$ cat config.mk
export PLATFORM = sky130hd
export DESIGN_NAME = instruction_ram_arbiter
export DESIGN_NICKNAME = d
export VERILOG_FILES = /design/src/rtl/instruction_ram_arbiter.sv
export SDC_FILE = /design/constraint.sdc
export NUM_CORES = 1
export LEC_CHECK = 0
export ABC_AREA = 1
export CAP_MARGIN = 5
export CORE_UTILIZATION = 38
export DETAILED_ROUTE_END_ITERATION = 8
export PLACE_DENSITY = 0.9
export SLEW_MARGIN = 25
export SYNTH_ARGS = -nofsm -noshare
export SYNTH_HDL_FRONTEND = slang
export SYNTH_SLANG_ARGS = --single-unit
$ cat constraint.sdc
create_clock -name clk -period 1.8 [get_ports clk]
set_input_delay 0.36 -clock clk [delete_from_list [all_inputs] [get_ports clk]]
set_output_delay 0.36 -clock clk [all_outputs]
set_load 0.02 [all_outputs]
$ cat src/rtl/instruction_ram_arbiter.sv
// instruction_ram_arbiter: two-master arbiter (instruction fetch, loader) in
// front of a single-port 32-bit instruction RAM with one-cycle read latency.
// Fetch has priority; the loader may optionally be protected from starvation
// by defining INSTR_ARB_STARVE_GUARD_EN.
module instruction_ram_arbiter #(
    parameter int ADDR_W       = 13,
    parameter int STARVE_LIMIT = 8
) (
    input  logic              clk,
    input  logic              reset_n,
    // fetch master (read-only)
    input  logic [ADDR_W-1:0] f_address,
    input  logic              f_read,
    output logic              f_waitrequest,
    output logic [31:0]       f_readdata,
    output logic              f_readdatavalid,
    // loader master
    input  logic [ADDR_W-1:0] l_address,
    input  logic              l_read,
    input  logic              l_write,
    input  logic [31:0]       l_writedata,
    input  logic [3:0]        l_byteenable,
    input  logic              l_debugaccess,
    output logic              l_waitrequest,
    output logic [31:0]       l_readdata,
    output logic              l_readdatavalid,
    // RAM side
    output logic [ADDR_W-1:0] m_address,
    output logic              m_chipselect,
    output logic              m_write,
    output logic [31:0]       m_writedata,
    output logic [3:0]        m_byteenable,
    output logic              m_debugaccess,
    input  logic [31:0]       m_readdata,
    // status
    output logic              wr_blocked
);
    typedef enum logic [1:0] {
        ST_IDLE  = 2'd0,
        ST_FETCH = 2'd1,
        ST_LOAD  = 2'd2
    } state_t;

    state_t      r_state;
    state_t      w_state_next;
    logic        r_ready;
    logic        r_rd_pend;
    logic        r_wr_blocked;
    logic [31:0] r_f_hold;
    logic [31:0] r_l_hold;

    logic w_active;
    logic w_l_req;
    logic w_starve;
    logic w_grant_f;
    logic w_grant_l;
    logic w_rd_grant;

    // No grants while in reset or in the first cycle after release.
    assign w_active = reset_n & r_ready;
    // A loader read+write pair is a write; either one is a request.
    assign w_l_req  = l_read | l_write;

`ifdef INSTR_ARB_STARVE_GUARD_EN
    logic [7:0] r_starve_cnt;

    assign w_starve = (r_starve_cnt == 8'(STARVE_LIMIT));

    // Count fetch wins the loader has waited through; a loader win or an idle loader restarts it.
    always_ff @(posedge clk) begin
        if (!reset_n) begin
            r_starve_cnt <= '0;
        end else if (!w_l_req || w_grant_l) begin
            r_starve_cnt <= '0;
        end else if (w_grant_f) begin
            r_starve_cnt <= r_starve_cnt + 8'd1;
        end
    end
`else
    // Never true for a legal limit: strict fetch priority.
    assign w_starve = (STARVE_LIMIT < 1);
`endif

    assign w_grant_f  = w_active & f_read & ~(w_l_req & w_starve);
    assign w_grant_l  = w_active & w_l_req & (~f_read | w_starve);
    assign w_rd_grant = w_grant_f | (w_grant_l & ~l_write);

    assign f_waitrequest = ~w_grant_f;
    assign l_waitrequest = ~w_grant_l;

    // Owner register: remembers who used the RAM in the previous cycle.
    always_ff @(posedge clk) begin
        if (!reset_n) begin
            r_state <= ST_IDLE;
        end else begin
            r_state <= w_state_next;
        end
    end

    // Next owner follows this cycle's grant.
    always_comb begin
        w_state_next = ST_IDLE;
        if (w_grant_f) begin
            w_state_next = ST_FETCH;
        end else if (w_grant_l) begin
            w_state_next = ST_LOAD;
        end
    end

    // Post-reset ready flag, read-response pending bit and sticky blocked-write flag.
    always_ff @(posedge clk) begin
        if (!reset_n) begin
            r_ready      <= 1'b0;
            r_rd_pend    <= 1'b0;
            r_wr_blocked <= 1'b0;
        end else begin
            r_ready   <= 1'b1;
            r_rd_pend <= w_rd_grant;
            if (w_grant_l && l_write && !l_debugaccess) begin
                r_wr_blocked <= 1'b1;
            end
        end
    end

    // The pending read belongs to whoever owned the RAM last cycle.
    assign f_readdatavalid = reset_n & r_rd_pend & (r_state == ST_FETCH);
    assign l_readdatavalid = reset_n & r_rd_pend & (r_state == ST_LOAD);

    // Keep each master's last delivered word so readdata holds between responses.
    always_ff @(posedge clk) begin
        if (!reset_n) begin
            r_f_hold <= '0;
            r_l_hold <= '0;
        end else begin
            if (f_readdatavalid) begin
                r_f_hold <= m_readdata;
            end
            if (l_readdatavalid) begin
                r_l_hold <= m_readdata;
            end
        end
    end

    assign f_readdata = f_readdatavalid ? m_readdata : (reset_n ? r_f_hold : 32'h0);
    assign l_readdata = l_readdatavalid ? m_readdata : (reset_n ? r_l_hold : 32'h0);
    assign wr_blocked = reset_n & r_wr_blocked;

    // RAM-side mux: present the granted master's command, otherwise an idle bus.
    always_comb begin
        m_address     = '0;
        m_chipselect  = 1'b0;
        m_write       = 1'b0;
        m_writedata   = '0;
        m_byteenable  = 4'hF;
        m_debugaccess = 1'b0;
        if (w_grant_f) begin
            m_address    = f_address;
            m_chipselect = 1'b1;
        end else if (w_grant_l) begin
            m_address     = l_address;
            m_chipselect  = 1'b1;
            m_write       = l_write;
            m_writedata   = l_writedata;
            m_byteenable  = l_byteenable;
            m_debugaccess = l_debugaccess;
        end
    end

endmodule

==> results.md, run 1 <==
- Status: finished with violations
- Failing checks: setup timing
- Pleak: 3.459 nW
- RSZ-0062 raised after global routing: yes
- CTS Buf Count: 9
- Register area share after synthesis: 0.4391
- Critical Path, Cell by Cell: inv_2 > nor2_4 > nand2_4 > buf_12 > o21ai_1 > buf_4
- Hold_buf cts: 0
- Critical Path RT: 1.44 ns
- Synth area leaders: dfxtp_1 44%, o21ai_1 17%, nand3_1 10%
- Max cap viols: 0
- Area of the die: 8645 sq um
- Vias post-DR: 5,316
- Yosys cell types: 17
- Final setup viols: 120
- Worst slew pin tran: 0.5205 ns
- DIE WIDTH: 92.98 microns
- First-pass GRT wire length: 19,000 microns
- Post-synthesis net count: 561
- Inserted Diodes: 0
- Clk Latency, worst-skew pair: 0.36 ns
- Syn Std Cell Area: 3146 sq um
- Core Rows: 32
- P per Cell Area: 516.3 nW/um^2
- Global route overflow: 0
- Ys Warns: 0
- Syn Area/Cell: 6.823 sq um
- Inst Count DP: 803
- Startpoint Class: flop
- CTS tree: built
- Initial antenna violation count: 0
- Number of global-route vias before repair: 4,176
- Cell Area, Placed: 5769 sq um
- Remaining DRCs: 0
- Final slew viol count: 0
- Number of nets with antenna violations after routing: 0
- Deepest clock path buffer count: 2
- Number of synthesized register bits: 69
- DR vias/cell: 6.167
- Peak VDD IR: 0.0004232 V
- Area grow syn2layout: 142.1%
- Die height: 92.98 microns
- Critical Path AT: 1.88 ns
- Post-route setup slack: -0.4434 ns
- Max Fclk: 445.8 MHz
- Ratio of cells with drive above 1 in the final layout: 0.5250
- Critical path's largest stage delay: 0.39 ns
- Port buffer count: 220
- Relative slew slack: 0.6530
- Cell count after synthesis: 461
- Yosys top cell area share: 0.4391
- Clk slew on worst S/H paths: 0.08 ns
- DP HPWL: 9162 microns
- Worst Path Class, Setup: flop to primary output
- GRT Total Usage: 0.2812
- Critical path peak fanout: 23
- I/O pin count: 221
- Slowest-stage cell, CP: o21ai_1
- Nets: 855
- Place WS: -0.6874 ns
- Root Buffer: clkbuf_8
- Core area: 7848 sq um
- Leading area contributor after synthesis: dfxtp_1
- Clock sinks: 69
- Final non-filler cell total: 862
- Final wirelength: 22,650 microns
- Layout Skew: 0.01047 ns
- Largest net degree at the start of global routing: 49
- Power Total: 0.003932 W
- Critical path endpoint category: primary output
- RePlAce Congestion: 0.9770
- Fin crit period: 2.243 ns
- Htree depth: 3
- Detailed Routing Iterations Pass 1: 5
- Post-route cell area: 7616 sq um
- DRT iter0 DRCs: 472
- Starting density of the core: 0.4008
- Hold Fails Final Rpt: 0
- Post-DR wirelength/cell: 26.28 microns
- HP Class: flop to flop
- Period utilisation layout: 1.246
state kept, by name, summed over array words and instances, names as in the netlist:
name and flops:
r_f_hold 32, r_l_hold 32, r_state 2, r_rd_pend 1, r_ready 1, r_wr_blocked 1
cells by family (layout without fill, tap and decap cells):
family                 after synthesis  in the layout  synth area share
AOI/OAI and AO/OA                  129            129            0.2053
buffers and inverters              107            406            0.1356
DFF                                 69             69            0.4391
and+or+nand+nor                    156            156            0.2200
stage by stage:
step,setup TNS (ns),utilization,hold slack (ns)
2_1_floorplan,0,-,0.3877
3_3_place_gp,-51.51,0.7352,0.4633
3_5_place_dp,-55.92,0.7352,0.4726
4_1_cts,-4.893,0.7302,0.4796
5_1_grt,-21.55,0.9705,0.5089
6_report,-18.10,0.9705,0.4922
cell type report:
cell class	instances	area, sq um
Multi-Input combinational cell	285	2288
Inverter	74	280.3
Sequential cell	69	1386
Clock buffer	10	137.6
Timing Repair Buffer	316	3309
Tap cell	102	127.6
Fill cell	132	231.5
Clock inverter	6	86.33
per-layer routing:
layer	vias to the layer above	part of all wire	GRT usage
met3	218	0.10	0.08211
met5	-	0	0
li1	2097	-	-
met4	0	0.10	0.1782
met2	546	0.47	0.5233
met1	2455	0.32	0.2682
layout by cell type, fill, tap and decap left out, drive strengths merged:
master,instances
buf,210
o21ai,129
clkdlybuf4s50,95
inv,74
dfxtp,69
nand3,64
nand2,47
nor2,39
clkbuf,17
dlygate4sd2,4
or2,4
clkinv,3
bufinv,2
nor3,1
nand4,1
clkinvlp,1
synthesized netlist by cell type:
master and instances:
nor2_1 38, nor3_2 1, nand2_1 45, inv_1 73, nand2_2 2, clkbuf_1 16
nor2_2 1, buf_1 1, inv_2 1, buf_4 2, nand3_1 64, nand4_1 1
buf_2 14, or2_1 4, o21ai_1 106, dfxtp_1 69, o21ai_0 23
repair_timing:
action / in CTS / in global routing
pin swaps: 5 / 23
buffers inserted: 4 / 22
gates cloned: 5 / 14
gates resized for setup: 588 / 402
endpoints found under the setup margin: 121 / 116
final timing paths:
check | startpoint | end | slack [ns] | cells past startpoint
setup / recovery | r_state[0] | f_readdata[31] | -0.44 | 6
setup reg to reg | r_state[0] | r_f_hold[5] | 0.28 | 7
hold / removal | r_l_hold[15] | r_l_hold[15] | 0.49 | 2
hold reg to reg | r_l_hold[15] | r_l_hold[15] | 0.49 | 2
worst max-delay path, delay by kind of cell, from the launching register on:
family,cells,cell delay [ns]
buffers and inverters,3,0.50
flip-flops,1,0.38
AND/OR/NAND/NOR,2,0.25
AO/OA/AOI/OAI,1,0.39
where the power goes:
group / switching (W) / internal, W / total [W]
clock: 0.000666 / 0.000816 / 0.00148
sequential: 0.0000126 / 0.00154 / 0.00156
combinational: 0.000456 / 0.000439 / 0.000894
(Power assumes the default switching activity.)
==> run 2, diff against run 1 <==
--- a/config.mk
+++ b/config.mk
@@ -9,7 +9,7 @@
 export CAP_MARGIN = 5
 export CORE_UTILIZATION = 38
 export DETAILED_ROUTE_END_ITERATION = 8
-export PLACE_DENSITY = 0.9
+export PLACE_DENSITY = 0.85
 export SLEW_MARGIN = 25
 export SYNTH_ARGS = -nofsm -noshare
 export SYNTH_HDL_FRONTEND = slang
==> results.md, run 2 <==
- Hold_buf cts: 0 (unchanged)
- I/O pin count: 221 (unchanged)
- Worst endpoint type: top-level output
- Register area share after synthesis: 0.4391 (unchanged)
- Syn Std Cell Area: 3146 sq um (unchanged)
- FFs w/ async S/R, synth: 0 (unchanged)
- DP HPWL: 8605 microns (was 9162 microns)
- Deepest clock path buffer count: 2 (unchanged)
- Post-synthesis net count: 561 (unchanged)
- Core Rows: 32 (unchanged)
- Place WS: -0.6856 ns (was -0.6874 ns)
- Top-count cell post-synth: o21ai_1 (unchanged)
- Status: did not finish (was finished with violations)
- Yosys cell types: 17 (unchanged)
- Number of flops mapped to enable cells by yosys: 0 (unchanged)
- Die height: 92.98 microns (unchanged)
- Most common library cells after synthesis: 106 x o21ai_1, 73 x inv_1, 69 x dfxtp_1, 64 x nand3_1, 45 x nand2_1 (unchanged)
- Yosys top cell area share: 0.4391 (unchanged)
- Error msg: [ERROR DPL-0038] Utilization greater than 100%, impossible to legalize
- Port buffer count: 220 (unchanged)
- Stop stage: global routing (5_1_grt)
- Leading area contributor after synthesis: dfxtp_1 (unchanged)
- Prevailing post-synth register cell: dfxtp_1 (unchanged)
- Htree depth: 3 (unchanged)
- Largest net degree at the start of global routing: 46
- CTS Buf Count: 9 (unchanged)
- Syn Area/Cell: 6.823 sq um (unchanged)
- Ys Warns: 0 (unchanged)
- Worst Endpoint after GRT Repair: l_readdata[14]
- Starting density of the core: 0.4008 (unchanged)
- Inst Count DP: 797 (was 803)
- Root Buffer: clkbuf_8 (unchanged)
- Cell count after synthesis: 461 (unchanged)
- Clock sinks: 69 (unchanged)
- Synth area leaders: dfxtp_1 44%, o21ai_1 17%, nand3_1 10% (unchanged)
- Number of synthesized register bits: 69 (unchanged)
- RePlAce Congestion: 0.8325 (was 0.9770)
- DIE WIDTH: 92.98 microns (unchanged)
## run 2: cell counts after synthesis
Identical to the previous run, type by type.
## run 2: repair_timing
action,in CTS
setup endpoints to repair,121
gates resized for setup,674
cloned,10
pin swaps,10
buffers inserted,12
## run 2: stage by stage
stage               area (sq um)  TNS, ns  hold WS (ns)
floorplan                   3146        0        0.3877
global placement            5749   -52.53        0.4292
detailed placement          5749   -55.74        0.4395
CTS                         6237   -3.728        0.4573
## run 2: logic make-up after synthesis
kind of cell | after synthesis | share of synthesized area
flip-flops | 69 | 0.4391
buffers and inverters | 107 | 0.1356
AND/OR/NAND/NOR | 156 | 0.2200
AO/OA/AOI/OAI | 129 | 0.2053
==> run 3, diff against run 2 <==
--- a/config.mk
+++ b/config.mk
@@ -7,9 +7,9 @@
 export LEC_CHECK = 0
 export ABC_AREA = 1
 export CAP_MARGIN = 5
-export CORE_UTILIZATION = 38
+export CORE_UTILIZATION = 36
 export DETAILED_ROUTE_END_ITERATION = 8
-export PLACE_DENSITY = 0.85
+export PLACE_DENSITY_LB_ADDON = 0.15
 export SLEW_MARGIN = 25
 export SYNTH_ARGS = -nofsm -noshare
 export SYNTH_HDL_FRONTEND = slang
==> results.md, run 3 <==
- Prevailing post-synth register cell: dfxtp_1 (unchanged)
- FFs w/ async S/R, synth: 0 (unchanged)
- Inst Count DP: 801 (was 797)
- Syn Std Cell Area: 3146 sq um (unchanged)
- Port buffer count: 220 (unchanged)
- Starting density of the core: 0.3771 (was 0.4008)
- Clock sinks: 69 (unchanged)
- Leading area contributor after synthesis: dfxtp_1 (unchanged)
- Synth area leaders: dfxtp_1 44%, o21ai_1 17%, nand3_1 10% (unchanged)
- Cell count after synthesis: 461 (unchanged)
- DP HPWL: 8626 microns (was 8605 microns)
- Stop stage: global routing (5_1_grt) (unchanged)
- RePlAce Congestion: 0.8319 (was 0.8325)
- Hold_buf cts: 0 (unchanged)
- Worst endpoint type: top-level output (unchanged)
- Root Buffer: clkbuf_8 (unchanged)
- CTS Buf Count: 9 (unchanged)
- DIE WIDTH: 95.48 microns (was 92.98 microns)
- Cell Area, Placed: 5768 sq um (was 5749 sq um)
- Deepest clock path buffer count: 2 (unchanged)
- Yosys cell types: 17 (unchanged)
- Status: did not finish (unchanged)
- Largest net degree at the start of global routing: 37
- Syn Area/Cell: 6.823 sq um (unchanged)
- Register area share after synthesis: 0.4391 (unchanged)
- Post-synthesis net count: 561 (unchanged)
- Number of synthesized register bits: 69 (unchanged)
- I/O pin count: 221 (unchanged)
- Core Rows: 33 (was 32)
- Most common library cells after synthesis: 106 x o21ai_1, 73 x inv_1, 69 x dfxtp_1, 64 x nand3_1, 45 x nand2_1 (unchanged)
- Ys Warns: 0 (unchanged)
- Htree depth: 3 (unchanged)
- Number of flops mapped to enable cells by yosys: 0 (unchanged)
- Worst Endpoint after GRT Repair: l_readdata[21] (was l_readdata[14])
- Error msg: [ERROR DPL-0038] Utilization greater than 100%, impossible to legalize (unchanged)
- Yosys top cell area share: 0.4391 (unchanged)
- Top-count cell post-synth: o21ai_1 (unchanged)
- Die height: 95.48 microns (was 92.98 microns)
## run 3: cell counts after synthesis
Identical to the previous run, type by type.
## run 3: kinds of logic after synthesis
group           Yosys count  synth area share
simple gates            156            0.2200
flops                    69            0.4391
compound gates          129            0.2053
buf+inv                 107            0.1356
## run 3: repair_timing
item	in CTS
setup buffers	21
gates cloned	11
endpoints found under the setup margin	121
pin swaps	5
resized for setup	743
## run 3: per-stage QoR
step	setup TNS, ns	setup WS (ns)
after global placement	-55.09	-0.6504
after detailed placement	-56.13	-0.6537
after CTS	-9.869	-0.2649
after floorplan	0	0.2028
